===== config.mk =====
export PLATFORM = sky130hd
export DESIGN_NAME = usb_rx_field_sequencer_flat
export DESIGN_NICKNAME = d
export VERILOG_FILES = /design/src/rtl/usb_rx_field_sequencer_pkg.sv /design/src/rtl/usb_rx_field_sequencer_if.sv /design/src/rtl/usb_rx_field_sequencer_unstuffer.sv /design/src/rtl/usb_rx_field_sequencer.sv /design/src/flat_wrapper.sv
export SDC_FILE = /design/constraint.sdc
export NUM_CORES = 1
export LEC_CHECK = 0
export CAP_MARGIN = 20
export CORE_MARGIN = 1.5
export CORE_UTILIZATION = 45
export CTS_BUF_LIST = sky130_fd_sc_hd__clkbuf_4
export DETAILED_ROUTE_END_ITERATION = 6
export PLACE_DENSITY = 0.7
export RECOVER_POWER = 25
export SLEW_MARGIN = 20
export SYNTH_ARGS = -nofsm -noshare
export SYNTH_HDL_FRONTEND = slang
export SYNTH_SLANG_ARGS = --single-unit
export TNS_END_PERCENT = 100

===== constraint.sdc =====
create_clock -name gclk -period 6.8 [get_ports gclk]
set_input_delay 1.7 -clock gclk [delete_from_list [all_inputs] [get_ports gclk]]
set_output_delay 1.7 -clock gclk [all_outputs]
set_load 0.1 [all_outputs]

===== src/rtl/usb_rx_field_sequencer_pkg.sv =====
// Shared types and constants for the USB receive field sequencer.
// State encoding is one-hot so the phase strobes are taken directly from state bits.
package usb_pkg;

  typedef enum logic [8:0] {
    ST_IDLE  = 9'b0_0000_0001,
    ST_PID   = 9'b0_0000_0010,
    ST_ADDR  = 9'b0_0000_0100,
    ST_ENDP  = 9'b0_0000_1000,
    ST_CRC5  = 9'b0_0001_0000,
    ST_FRAME = 9'b0_0010_0000,
    ST_DATA  = 9'b0_0100_0000,
    ST_EOP   = 9'b0_1000_0000,
    ST_ERROR = 9'b1_0000_0000
  } state_t;

  localparam int unsigned PID_W   = 8;
  localparam int unsigned ADDR_W  = 7;
  localparam int unsigned ENDP_W  = 4;
  localparam int unsigned CRC5_W  = 5;
  localparam int unsigned FRAME_W = 11;

  // Arrival order, oldest bit in the MSB.
  localparam logic [7:0] SYNC_PATTERN = 8'b0000_0001;

  localparam logic [3:0] PID_OUT   = 4'b0001;
  localparam logic [3:0] PID_IN    = 4'b1001;
  localparam logic [3:0] PID_SETUP = 4'b1101;
  localparam logic [3:0] PID_PING  = 4'b0100;
  localparam logic [3:0] PID_SOF   = 4'b0101;
  localparam logic [3:0] PID_DATA0 = 4'b0011;
  localparam logic [3:0] PID_DATA1 = 4'b1011;
  localparam logic [3:0] PID_DATA2 = 4'b0111;
  localparam logic [3:0] PID_MDATA = 4'b1111;
  localparam logic [3:0] PID_ACK   = 4'b0010;
  localparam logic [3:0] PID_NAK   = 4'b1010;
  localparam logic [3:0] PID_STALL = 4'b1110;
  localparam logic [3:0] PID_NYET  = 4'b0110;

  function automatic state_t pid_next_state(input logic [3:0] p);
    case (p)
      PID_OUT, PID_IN, PID_SETUP, PID_PING:       return ST_ADDR;
      PID_SOF:                                    return ST_FRAME;
      PID_DATA0, PID_DATA1, PID_DATA2, PID_MDATA: return ST_DATA;
      PID_ACK, PID_NAK, PID_STALL, PID_NYET:      return ST_EOP;
      default:                                    return ST_ERROR;
    endcase
  endfunction

endpackage


===== src/rtl/usb_rx_field_sequencer_if.sv =====
// Decoded-bit bus from the NRZI decoder into the receive field sequencer.
interface usb_rx_field_sequencer_if;
  logic rx_bit;
  logic rx_bit_valid;
  logic se0;

  modport master (output rx_bit, output rx_bit_valid, output se0);
  modport slave  (input  rx_bit, input  rx_bit_valid, input  se0);
endinterface


===== src/rtl/usb_rx_field_sequencer_unstuffer.sv =====
// Removes the stuffed 0 after six consecutive 1s and flags a seventh 1.
// While disabled it only remembers the last bit, so the SYNC-ending 1 seeds a run of one.
module usb_bit_unstuffer (
  input  logic gclk,
  input  logic reset_l,
  input  logic rx_bit,
  input  logic rx_bit_valid,
  input  logic enable,
  output logic bit_out,
  output logic bit_out_valid,
  output logic stuff_err_pulse
);
  localparam logic [2:0] MAX_RUN = 3'd6;

  logic [2:0] ones_cnt, ones_nxt;

  always_comb begin
    bit_out         = rx_bit;
    bit_out_valid   = 1'b0;
    stuff_err_pulse = 1'b0;
    ones_nxt        = ones_cnt;
    if (rx_bit_valid) begin
      if (!enable) begin
        bit_out_valid = 1'b1;
        ones_nxt      = {2'b00, rx_bit};
      end else if (ones_cnt == MAX_RUN) begin
        stuff_err_pulse = rx_bit;
        ones_nxt        = '0;
      end else begin
        bit_out_valid = 1'b1;
        ones_nxt      = rx_bit ? ones_cnt + 3'd1 : '0;
      end
    end
  end

  always_ff @(posedge gclk or negedge reset_l) begin
    if (!reset_l) ones_cnt <= '0;
    else          ones_cnt <= ones_nxt;
  end

endmodule


===== src/rtl/usb_rx_field_sequencer.sv =====
// USB 2.0 receive field sequencer: SYNC detect, PID decode, field capture and
// one-hot phase strobes, with bit unstuffing between SYNC and EOP.
module usb_rx_field_sequencer
  import usb_pkg::*;
#(
  parameter int unsigned EOP_BITS      = 2,
  parameter int unsigned MAX_DATA_BITS = 8208
) (
  input  logic                   gclk,
  input  logic                   reset_l,
  input  logic                   start_rxd,
  usb_rx_field_sequencer_if.slave rx,
  output logic                   idle_or_sync,
  output logic                   pid,
  output logic                   dev_address,
  output logic                   end_point_address,
  output logic                   crc5,
  output logic                   frame_number,
  output logic                   data_crc_eop,
  output logic                   eop,
  output logic                   error,
  output logic [3:0]             pid_value,
  output logic [ADDR_W-1:0]      addr,
  output logic [ENDP_W-1:0]      endp,
  output logic [FRAME_W-1:0]     frame_num,
  output logic                   packet_done,
  output logic                   pid_err,
  output logic                   stuff_err
);
  localparam int unsigned DCW = $clog2(MAX_DATA_BITS + 2);
  localparam int unsigned SCW = $clog2(EOP_BITS + 1);
  localparam logic [DCW-1:0] DATA_LIMIT = DCW'(MAX_DATA_BITS + 1);
  localparam logic [DCW-1:0] DATA_MIN   = DCW'(16);
  localparam logic [SCW-1:0] EOP_LEN    = SCW'(EOP_BITS);

  state_t               state, state_nxt;
  logic [6:0]           sync_sh, sync_sh_nxt;
  logic [FRAME_W-2:0]   fld_sh, fld_sh_nxt;
  logic [3:0]           bit_cnt, bit_cnt_nxt;
  logic [DCW-1:0]       data_cnt, data_cnt_nxt;
  logic [SCW-1:0]       se0_cnt, se0_cnt_nxt;
  logic [3:0]           pid_value_nxt;
  logic [ADDR_W-1:0]    addr_nxt;
  logic [ENDP_W-1:0]    endp_nxt;
  logic [FRAME_W-1:0]   frame_num_nxt;
  logic                 packet_done_nxt, pid_err_nxt, stuff_err_nxt;

  logic                 us_enable, us_in_valid, us_bit, us_valid, us_stuff_err;
  logic [7:0]           sync_in;
  logic [FRAME_W-1:0]   fld_in;
  logic [PID_W-1:0]     pid_byte;
  logic [SCW-1:0]       se0_inc;
  logic                 eop_seen;

  assign us_enable   = !(state inside {ST_IDLE, ST_ERROR});
  assign us_in_valid = rx.rx_bit_valid && !rx.se0;

  usb_bit_unstuffer u_unstuffer (
    .gclk            (gclk),
    .reset_l         (reset_l),
    .rx_bit          (rx.rx_bit),
    .rx_bit_valid    (us_in_valid),
    .enable          (us_enable),
    .bit_out         (us_bit),
    .bit_out_valid   (us_valid),
    .stuff_err_pulse (us_stuff_err)
  );

  // Fields arrive LSB first, so they are shifted in from the top; a field of
  // width W ends up in the W most significant bits of fld_in.
  assign sync_in  = {sync_sh, rx.rx_bit};
  assign fld_in   = {us_bit, fld_sh};
  assign pid_byte = fld_in[FRAME_W-1 -: PID_W];
  assign se0_inc  = (se0_cnt == EOP_LEN) ? se0_cnt : se0_cnt + SCW'(1);
  assign eop_seen = (se0_inc == EOP_LEN);

  always_comb begin
    state_nxt       = state;
    sync_sh_nxt     = sync_sh;
    fld_sh_nxt      = fld_sh;
    bit_cnt_nxt     = bit_cnt;
    data_cnt_nxt    = data_cnt;
    se0_cnt_nxt     = se0_cnt;
    pid_value_nxt   = pid_value;
    addr_nxt        = addr;
    endp_nxt        = endp;
    frame_num_nxt   = frame_num;
    packet_done_nxt = 1'b0;
    pid_err_nxt     = pid_err;
    stuff_err_nxt   = stuff_err;

    if (!start_rxd) begin
      state_nxt   = ST_IDLE;
      sync_sh_nxt = '0;
    end else if (rx.rx_bit_valid) begin
      if (us_stuff_err) begin
        stuff_err_nxt = 1'b1;
        state_nxt     = ST_ERROR;
      end else begin
        unique case (state)
          ST_IDLE: begin
            sync_sh_nxt = sync_in[6:0];
            if (sync_in == SYNC_PATTERN) begin
              pid_err_nxt   = 1'b0;
              stuff_err_nxt = 1'b0;
              state_nxt     = ST_PID;
            end
          end
          ST_PID, ST_ADDR, ST_ENDP, ST_CRC5, ST_FRAME: begin
            if (rx.se0) begin
              state_nxt = ST_ERROR;
            end else if (us_valid) begin
              fld_sh_nxt  = fld_in[FRAME_W-1:1];
              bit_cnt_nxt = bit_cnt + 4'd1;
              if (state == ST_PID && bit_cnt == 4'(PID_W - 1)) begin
                pid_value_nxt = pid_byte[3:0];
                if (pid_byte[7:4] != ~pid_byte[3:0]) begin
                  pid_err_nxt = 1'b1;
                  state_nxt   = ST_ERROR;
                end else begin
                  state_nxt = pid_next_state(pid_byte[3:0]);
                end
              end else if (state == ST_ADDR && bit_cnt == 4'(ADDR_W - 1)) begin
                addr_nxt  = fld_in[FRAME_W-1 -: ADDR_W];
                state_nxt = ST_ENDP;
              end else if (state == ST_ENDP && bit_cnt == 4'(ENDP_W - 1)) begin
                endp_nxt  = fld_in[FRAME_W-1 -: ENDP_W];
                state_nxt = ST_CRC5;
              end else if (state == ST_FRAME && bit_cnt == 4'(FRAME_W - 1)) begin
                frame_num_nxt = fld_in;
                state_nxt     = ST_CRC5;
              end else if (state == ST_CRC5 && bit_cnt == 4'(CRC5_W - 1)) begin
                state_nxt = ST_EOP;
              end
            end
          end
          ST_DATA: begin
            if (rx.se0) begin
              se0_cnt_nxt = se0_inc;
              if (eop_seen) begin
                if (data_cnt >= DATA_MIN && data_cnt[2:0] == 3'd0) begin
                  packet_done_nxt = 1'b1;
                  state_nxt       = ST_IDLE;
                end else begin
                  state_nxt = ST_ERROR;
                end
              end
            end else begin
              se0_cnt_nxt = '0;
              if (us_valid && data_cnt != DATA_LIMIT) begin
                data_cnt_nxt = data_cnt + DCW'(1);
                if (data_cnt_nxt == DATA_LIMIT) state_nxt = ST_ERROR;
              end
            end
          end
          ST_EOP: begin
            if (rx.se0) begin
              se0_cnt_nxt = se0_inc;
              if (eop_seen) begin
                packet_done_nxt = 1'b1;
                state_nxt       = ST_IDLE;
              end
            end else if (us_valid) begin
              state_nxt = ST_ERROR;
            end
          end
          ST_ERROR: begin
            if (rx.se0) begin
              se0_cnt_nxt = se0_inc;
              if (eop_seen) state_nxt = ST_IDLE;
            end else begin
              se0_cnt_nxt = '0;
            end
          end
          default: state_nxt = ST_IDLE;
        endcase
      end
    end

    // Every phase starts its bit, data and SE0 counts from zero.
    if (state_nxt != state) begin
      bit_cnt_nxt  = '0;
      data_cnt_nxt = '0;
      se0_cnt_nxt  = '0;
    end
  end

  always_ff @(posedge gclk or negedge reset_l) begin
    if (!reset_l) begin
      state       <= ST_IDLE;
      sync_sh     <= '0;
      fld_sh      <= '0;
      bit_cnt     <= '0;
      data_cnt    <= '0;
      se0_cnt     <= '0;
      pid_value   <= '0;
      addr        <= '0;
      endp        <= '0;
      frame_num   <= '0;
      packet_done <= 1'b0;
      pid_err     <= 1'b0;
      stuff_err   <= 1'b0;
    end else begin
      state       <= state_nxt;
      sync_sh     <= sync_sh_nxt;
      fld_sh      <= fld_sh_nxt;
      bit_cnt     <= bit_cnt_nxt;
      data_cnt    <= data_cnt_nxt;
      se0_cnt     <= se0_cnt_nxt;
      pid_value   <= pid_value_nxt;
      addr        <= addr_nxt;
      endp        <= endp_nxt;
      frame_num   <= frame_num_nxt;
      packet_done <= packet_done_nxt;
      pid_err     <= pid_err_nxt;
      stuff_err   <= stuff_err_nxt;
    end
  end

  assign {error, eop, data_crc_eop, frame_number, crc5,
          end_point_address, dev_address, pid, idle_or_sync} = state;

endmodule


===== src/flat_wrapper.sv =====
// flat-port wrapper written by rule: the top's interface ports become plain ports
module usb_rx_field_sequencer_flat import usb_pkg::*;
#(
  parameter int unsigned EOP_BITS      = 2,
  parameter int unsigned MAX_DATA_BITS = 8208
)
  (gclk, reset_l, start_rxd, idle_or_sync, pid, dev_address, end_point_address, crc5, frame_number, data_crc_eop, eop, error, pid_value, addr, endp, frame_num, packet_done, pid_err, stuff_err, rx_rx_bit, rx_rx_bit_valid, rx_se0);
  usb_rx_field_sequencer_if rx_i ();
  input  logic gclk;
  input  logic reset_l;
  input  logic start_rxd;
  output logic idle_or_sync;
  output logic pid;
  output logic dev_address;
  output logic end_point_address;
  output logic crc5;
  output logic frame_number;
  output logic data_crc_eop;
  output logic eop;
  output logic error;
  output logic [3:0] pid_value;
  output logic [ADDR_W-1:0] addr;
  output logic [ENDP_W-1:0] endp;
  output logic [FRAME_W-1:0] frame_num;
  output logic packet_done;
  output logic pid_err;
  output logic stuff_err;
  input wire logic [$bits(rx_i.rx_bit)-1:0] rx_rx_bit;
  input wire logic [$bits(rx_i.rx_bit_valid)-1:0] rx_rx_bit_valid;
  input wire logic [$bits(rx_i.se0)-1:0] rx_se0;
  assign rx_i.rx_bit = rx_rx_bit;
  assign rx_i.rx_bit_valid = rx_rx_bit_valid;
  assign rx_i.se0 = rx_se0;
  usb_rx_field_sequencer #(.EOP_BITS(EOP_BITS), .MAX_DATA_BITS(MAX_DATA_BITS)) u_core (.gclk(gclk), .reset_l(reset_l), .start_rxd(start_rxd), .rx(rx_i), .idle_or_sync(idle_or_sync), .pid(pid), .dev_address(dev_address), .end_point_address(end_point_address), .crc5(crc5), .frame_number(frame_number), .data_crc_eop(data_crc_eop), .eop(eop), .error(error), .pid_value(pid_value), .addr(addr), .endp(endp), .frame_num(frame_num), .packet_done(packet_done), .pid_err(pid_err), .stuff_err(stuff_err));
endmodule

==> results of run 1 <==
-- cells by family after synthesis --
group                      Yosys count  share of synthesized area, %
and+or+nand+nor                    226                          26.7
AOI/OAI and AO/OA                   93                          13.9
DFF                                 78                          40.2
buffers and inverters               54                          4.98
xor gates and xnor gates            28                          5.05
muxes                               28                          6.47
adders and majority gates           10                          2.58
-- metrics by stage --
| step | instances | worst slack, ns |
|---|---|---|
| global placement | 657 | 1.77 |
| floorplan | 517 | 3.26 |
| CTS | 673 | 2.22 |
| finish | 673 | 2.08 |
| detailed placement | 657 | 1.73 |
| global route | 673 | 2.02 |
-- area by class of cell --
type,instances,area (sq um)
well taps,136,170
flip-flops and latches,78,1950
inverters,13,48.8
multi-input cells,385,2670
clock inverters,7,104
repair buffers,45,447
clock buffers,9,67.6
fillers,939,4960
-- sequential cells by signal, indices dropped and copies added (netlist names) --
signal	flops
u_core.packet_done	1
u_core.se0_cnt	2
u_core.u_unstuffer.ones_cnt	3
u_core.pid_value	4
u_core.bit_cnt	4
u_core.state	9
u_core.frame_num	11
u_core.sync_sh	7
u_core.stuff_err	1
u_core.endp	4
u_core.addr	7
u_core.pid_err	1
u_core.data_cnt	14
u_core.fld_sh	10
-- report_power, final --
part / internal (mW) / switching (mW)
clock network: 0.154 / 0.182
registers: 0.469 / 0.00772
logic: 0.0272 / 0.0825
total: 0.650 / 0.273
-- how the worst min path moves through the flow --
stage | start | endpoint | slack [ns] | depth (start not counted)
finish | u_core.stuff_err$_DFFE_PN0P_ | u_core.stuff_err$_DFFE_PN0P_ | 0.51 | 2
CTS | u_core.stuff_err$_DFFE_PN0P_ | u_core.stuff_err$_DFFE_PN0P_ | 0.51 | 2
floorplan | u_core.fld_sh[0]$_DFFE_PN0P_ | u_core.fld_sh[0]$_DFFE_PN0P_ | 0.44 | 2
global placement | u_core.stuff_err$_DFFE_PN0P_ | u_core.stuff_err$_DFFE_PN0P_ | 0.47 | 2
detailed placement | u_core.fld_sh[0]$_DFFE_PN0P_ | u_core.fld_sh[0]$_DFFE_PN0P_ | 0.47 | 2
global route | u_core.frame_num[6]$_DFFE_PN0P_ | u_core.frame_num[6]$_DFFE_PN0P_ | 0.54 | 1
-- cells in the final DEF, fill, tap and decap left out, types with 5 or more instances in the layout --
master / instances
mux2_1: 17
a21oi_1: 23
a211oi_1: 5
and3_1: 12
nand4_1: 18
or3_1: 6
nor2_1: 33
xor2_1: 17
nand2_1: 63
clkbuf_4: 9
ha_1: 10
nand3_1: 23
clkdlybuf4s50_1: 42
nor3_2: 21
nor3_1: 6
inv_1: 12
mux2_2: 10
nor2b_1: 5
and4_1: 5
o21ai_0: 18
xnor2_1: 10
dfrtp_1: 77
-- worst min-delay path, delay by kind of cell (launching register included) --
family | cells | cell delay [ns]
DFF | 1 | 0.37
AOI/OAI and AO/OA | 1 | 0.06
and+or+nand+nor | 1 | 0.05
-- per-layer routing --
| metal | global-route usage, % | up-vias |
|---|---|---|
| met4 | 8.10 | 0 |
| met1 | 30.9 | 2006 |
| met3 | 4.68 | 36 |
| met5 | 0 | - |
| met2 | 35.4 | 130 |
| li1 | - | 1906 |
==> impl_metrics.env, run 1 <==
export IMPL_vias=4078
export IMPL_ctsHtreeMaxLevel=3
export IMPL_slowest_delay_ns=0.96
export IMPL_synth_top_area_share_pct=39.7
export IMPL_drt_iter0_drc=242
export IMPL_area_growth_pct=12.4
export IMPL_fmax_mhz=212
export IMPL_antennaDiodeCount=0
export IMPL_yosysMostFrequentCell="dfrtp_1"
export IMPL_min_path_type="reg2reg"
export IMPL_yosys_area_top_type="dfrtp_1"
export IMPL_cts_setup_buffers=0
export IMPL_fin_hold_ws_ns=0.506
export IMPL_cts_root_buf="clkbuf_4"
export IMPL_grt_overflow_total=0
export IMPL_required_ns=7.12
export IMPL_setup_viol=0
export IMPL_cp_start_kind="primary input"
export IMPL_slew_headroom_pct=31.8
export IMPL_die_x_um=107
export IMPL_portBuffers=43
export IMPL_ant_nets=0
export IMPL_drtPass1Iterations=5
export IMPL_ys_seq_area_share_pct=40.2
export IMPL_final_min_clock_period_ns=4.72
export IMPL_cp_top_family="compound AO/OA/AOI/OAI gates"
export IMPL_synth_cell_type_count=72
export IMPL_initial_utilization_pct=46.6
export IMPL_fin_crit_sh_pct=69.4
export IMPL_hold_viol=0
export IMPL_ios=44
export IMPL_reg2reg_to="u_core.data_cnt[8]$_DFFE_PN0P_"
export IMPL_die_h_um=107
export IMPL_drc=0
export IMPL_stdcell_area_sq_um=5460
export IMPL_r2r_cells=9
export IMPL_grtUsageTotal_pct=22.6
export IMPL_synth_flop_cell="dfrtp_1"
export IMPL_crit_chain="clkdlybuf4s50_1, nand2_1, a211oi_1, o311ai_0, o2111ai_1, o2111a_1, xor2_2, buf_4, nor3_2"
export IMPL_core_area_sq_um=10400
export IMPL_wl_um=12100
export IMPL_antenna_found_initial=0
export IMPL_synth_warnings=0
export IMPL_nets=548
export IMPL_reg2reg_slack_ns=2.91
export IMPL_crit_path_end_kind="register"
export IMPL_syn_area_sq_um=4850
export IMPL_critPathLaunch="rx_rx_bit_valid"
export IMPL_wl_per_cell_um=18.0
export IMPL_grt_setup_unrepaired="false"
export IMPL_globalplace_congestion=0.933
export IMPL_drv_cap=0
export IMPL_p_leak_nw=2.38
export IMPL_wl_met1_um=5530
export IMPL_hpwlAfterDp_um=8480
export IMPL_fin_skew_ns=0.0214
export IMPL_worstSetupPathType="in2reg"
export IMPL_critical_path_arrival_ns=5.04
export IMPL_ys_async_sr_fraction_pct=100
export IMPL_cp_max_fo=21
export IMPL_numCtsBuffers=9
export IMPL_cp_slowest_cell="clkdlybuf4s50_1"
export IMPL_p_total_mw=0.923
export IMPL_synth_edf_count=0
export IMPL_crit_end="u_core.data_cnt[8]$_DFFE_PN0P_"
export IMPL_maxSlewViolCount=0
export IMPL_yosys_top_cells_count="dfrtp_1, nand2_1, nor2_1"
export IMPL_rows=37
export IMPL_die_area_sq_um=11400
export IMPL_clk_pin_slew_ns=0.14
export IMPL_cts_sinks=78
export IMPL_cts_tree="yes"
export IMPL_wl_met3_um=635
export IMPL_grt_pass1_wl_um=20300
export IMPL_wl_met2_um=5640
export IMPL_peakVddDrop_mv=0.0968
export IMPL_clock_latency_ns=0.45
export IMPL_topRoutingLayerUsed="met4"
export IMPL_power_density_nw_per_um2=169
export IMPL_place_area_sq_um=5280
export IMPL_clk_path_buf_depth=2
export IMPL_grt_max_degree=79
export IMPL_r2r_start="u_core.state[2]$_DFF_PN0_"
export IMPL_grt_pass1_vias=3995
export IMPL_syn_nets=533
export IMPL_path_buf_inv=2
export IMPL_fin_util_pct=52.4
export IMPL_synth_seq_cells=78
export IMPL_drive_above_1_share_pct=12.3
export IMPL_worstMarginPinSlew_ns=1.02
export IMPL_syn_inst=517
export IMPL_syn_area_per_cell_sq_um=9.39
export IMPL_outcome="finished clean"
export IMPL_cts_repair_resized=0
export IMPL_synthTopCellsByArea="dfrtp_1, nand2_1, nor3_2"
export IMPL_setup_tns_ns=0
export IMPL_cp_depth=9
export IMPL_via_per_inst=6.06
export IMPL_cts_hold_buf=0
Power figures use the tool's default switching activity.
==> run 2, diff against run 1 <==
--- a/config.mk
+++ b/config.mk
@@ -10,7 +10,7 @@
 export CORE_UTILIZATION = 45
 export CTS_BUF_LIST = sky130_fd_sc_hd__clkbuf_4
 export DETAILED_ROUTE_END_ITERATION = 6
-export PLACE_DENSITY = 0.7
+export PLACE_DENSITY = 0.72
 export RECOVER_POWER = 25
 export SLEW_MARGIN = 20
 export SYNTH_ARGS = -nofsm -noshare
==> constraint.sdc (replaced) <==
create_clock -name gclk -period 4.15 [get_ports gclk]
set_input_delay 1.0375 -clock gclk [delete_from_list [all_inputs] [get_ports gclk]]
set_output_delay 1.0375 -clock gclk [all_outputs]
set_load 0.1 [all_outputs]
==> impl_metrics.env, run 2 (synthesis gave the netlist of run 1 again) <==
export IMPL_outcome="finished with violations"
export IMPL_failed_checks="max-capacitance violations, max-slew violations"
export IMPL_slowest_delay_ns=1.23
export IMPL_worstMarginPinSlew_ns=1.95
export IMPL_antenna_found_initial=0
export IMPL_grt_setup_unrepaired="false"
export IMPL_switching_share_pct=32.3
export IMPL_setup_tns_ns=0
export IMPL_drtPass1Iterations=5
export IMPL_fin_hold_ws_ns=0.509
export IMPL_r2r_cells=9
export IMPL_drc=0
export IMPL_final_min_clock_period_ns=3.41
export IMPL_wl_per_cell_um=17.7
export IMPL_worstSetupPathType="reg2out"
export IMPL_ios=44
export IMPL_layout_commonest_cell="dfrtp_1"
export IMPL_top_regs="u_core.data_cnt: 14 flops, u_core.frame_num: 11 flops, u_core.fld_sh: 10 flops"
export IMPL_die_area_sq_um=11400
export IMPL_drt_iter0_drc=281
export IMPL_hpwlAfterDp_um=8560
export IMPL_ant_nets=0
export IMPL_cp_max_fo=11
export IMPL_die_h_um=107
export IMPL_grt_overflow_total=0
export IMPL_maxSlewViolCount=79
export IMPL_layout_common_cells="dfrtp_1, nand2_1, clkdlybuf4s50_1"
export IMPL_vias=4039
export IMPL_cts_repair_resized=0
export IMPL_p_total_mw=1.40
export IMPL_power_share_clock_pct=31.0
export IMPL_cp_start_kind="register"
export IMPL_fin_skew_ns=0.0232
export IMPL_setup_viol=0
export IMPL_peakVddDrop_mv=0.158
export IMPL_grtUsageTotal_pct=22.8
export IMPL_internal_power_mw=0.948
export IMPL_required_ns=3.11
export IMPL_cp_top_family="buffers and inverters"
export IMPL_critical_path_arrival_ns=2.37
export IMPL_hold_viol=0
export IMPL_core_area_sq_um=10400
export IMPL_top_register="u_core.data_cnt"
export IMPL_cts_setup_buffers=0
export IMPL_slew_headroom_pct=-29.7
export IMPL_p_leak_nw=2.42
export IMPL_largest_reg_flops=14
export IMPL_initial_utilization_pct=46.6
export IMPL_fin_crit_sh_pct=82.2
export IMPL_globalplace_congestion=1.02
export IMPL_p_switching_mw=0.452
export IMPL_pwr_share_comb_pct=13.2
export IMPL_clock_latency_ns=0.47
export IMPL_p_seq_share_pct=55.8
export IMPL_clk_path_buf_depth=2
export IMPL_wl_um=12100
export IMPL_min_delay_path_depth=2
export IMPL_cp_slowest_cell="clkdlybuf4s50_1"
export IMPL_ctsHtreeMaxLevel=3
export IMPL_crit_chain="clkdlybuf4s50_1"
export IMPL_grt_max_degree=79
export IMPL_cts_hold_buf=0
export IMPL_cts_tree="yes"
export IMPL_rows=37
export IMPL_cp_depth=1
export IMPL_crit_path_end_kind="output pin"
export IMPL_antennaDiodeCount=0
export IMPL_cts_root_buf="clkbuf_4"
export IMPL_via_per_inst=5.91
export IMPL_power_density_nw_per_um2=256
export IMPL_grt_pass1_wl_um=20500
export IMPL_drv_cap=1
export IMPL_nets=558
export IMPL_path_buf_inv=1
export IMPL_fmax_mhz=293
export IMPL_numCtsBuffers=9
export IMPL_grt_pass1_vias=4018
export IMPL_cts_sinks=78
export IMPL_drive_above_1_share_pct=14.8
export IMPL_min_path_type="reg2reg"
export IMPL_clk_pin_slew_ns=0.14
export IMPL_area_growth_pct=12.6
export IMPL_portBuffers=43
export IMPL_die_x_um=107
[run 2: cell types whose count changed in the layout (fill, tap and decap cells not counted), sizes merged]
| cell | before | now |
|---|---|---|
| bufinv | 2 | 0 |
| inv | 16 | 17 |
| buf | 3 | 17 |
| clkbuf | 9 | 10 |
| clkinv | 0 | 2 |
| clkdlybuf4s50 | 42 | 37 |
| clkinvlp | 2 | 1 |
[run 2: layer usage]
layer | wire length [um] | part of all wire [%] | up-vias | GRT usage (%)
met2 | 5550 | 46 | 147 | 34.8
li1 | - | - | 1926 | -
met3 | 928 | 7.7 | 20 | 5.23
met1 | 5380 | 44 | 1946 | 31.5
met4 | 250 | 2.1 | 0 | 8.86
met5 | 0 | 0 | - | 0
[run 2: cell type report]
type | count | area, sq um
Clock buffer | 9 | 67.6
Clock inverter | 7 | 55.1
Fill cell | 946 | 4950
Inverter | 13 | 48.8
Multi-Input combinational cell | 385 | 2670
Sequential cell | 78 | 1950
Tap cell | 136 | 170
Timing Repair Buffer | 55 | 503
[run 2: per-stage QoR]
stage | setup slack, ns | utilization, % | cell area [sq um] | cells
2_1_floorplan | 0.973 | - | 4850 | 517
3_3_place_gp | 0.413 | 51.3 | 5340 | 667
3_5_place_dp | 0.360 | 51.3 | 5340 | 667
4_1_cts | 0.736 | 52.5 | 5470 | 683
5_1_grt | 0.525 | 52.5 | 5460 | 683
6_report | 0.738 | 52.5 | 5460 | 683
[run 2: final timing paths]
path                                               from                        endpoint  slack, ns
min in group asynchronous                       reset_l    u_core.stuff_err$_DFFE_PN0P_       1.11
max in group asynchronous                       reset_l  u_core.data_cnt[2]$_DFFE_PN0P_       1.92
setup reg to reg              u_core.state[7]$_DFF_PN0_   u_core.bit_cnt[0]$_DFFE_PN0P_       0.75
hold / removal             u_core.fld_sh[0]$_DFFE_PN0P_    u_core.fld_sh[0]$_DFFE_PN0P_       0.51
setup / recovery              u_core.state[5]$_DFF_PN0_                    frame_number       0.74
hold reg to reg            u_core.fld_sh[0]$_DFFE_PN0P_    u_core.fld_sh[0]$_DFFE_PN0P_       0.51
[run 2: power groups by stage]
stage               registers, mW  clock network (mW)  logic (mW)
CTS                         0.782               0.447       0.186
global placement            0.795                   0       0.183
floorplan                   0.817                   0       0.109
detailed placement          0.796                   0       0.185
finish                      0.782               0.434       0.185
global route                0.784               0.470       0.202
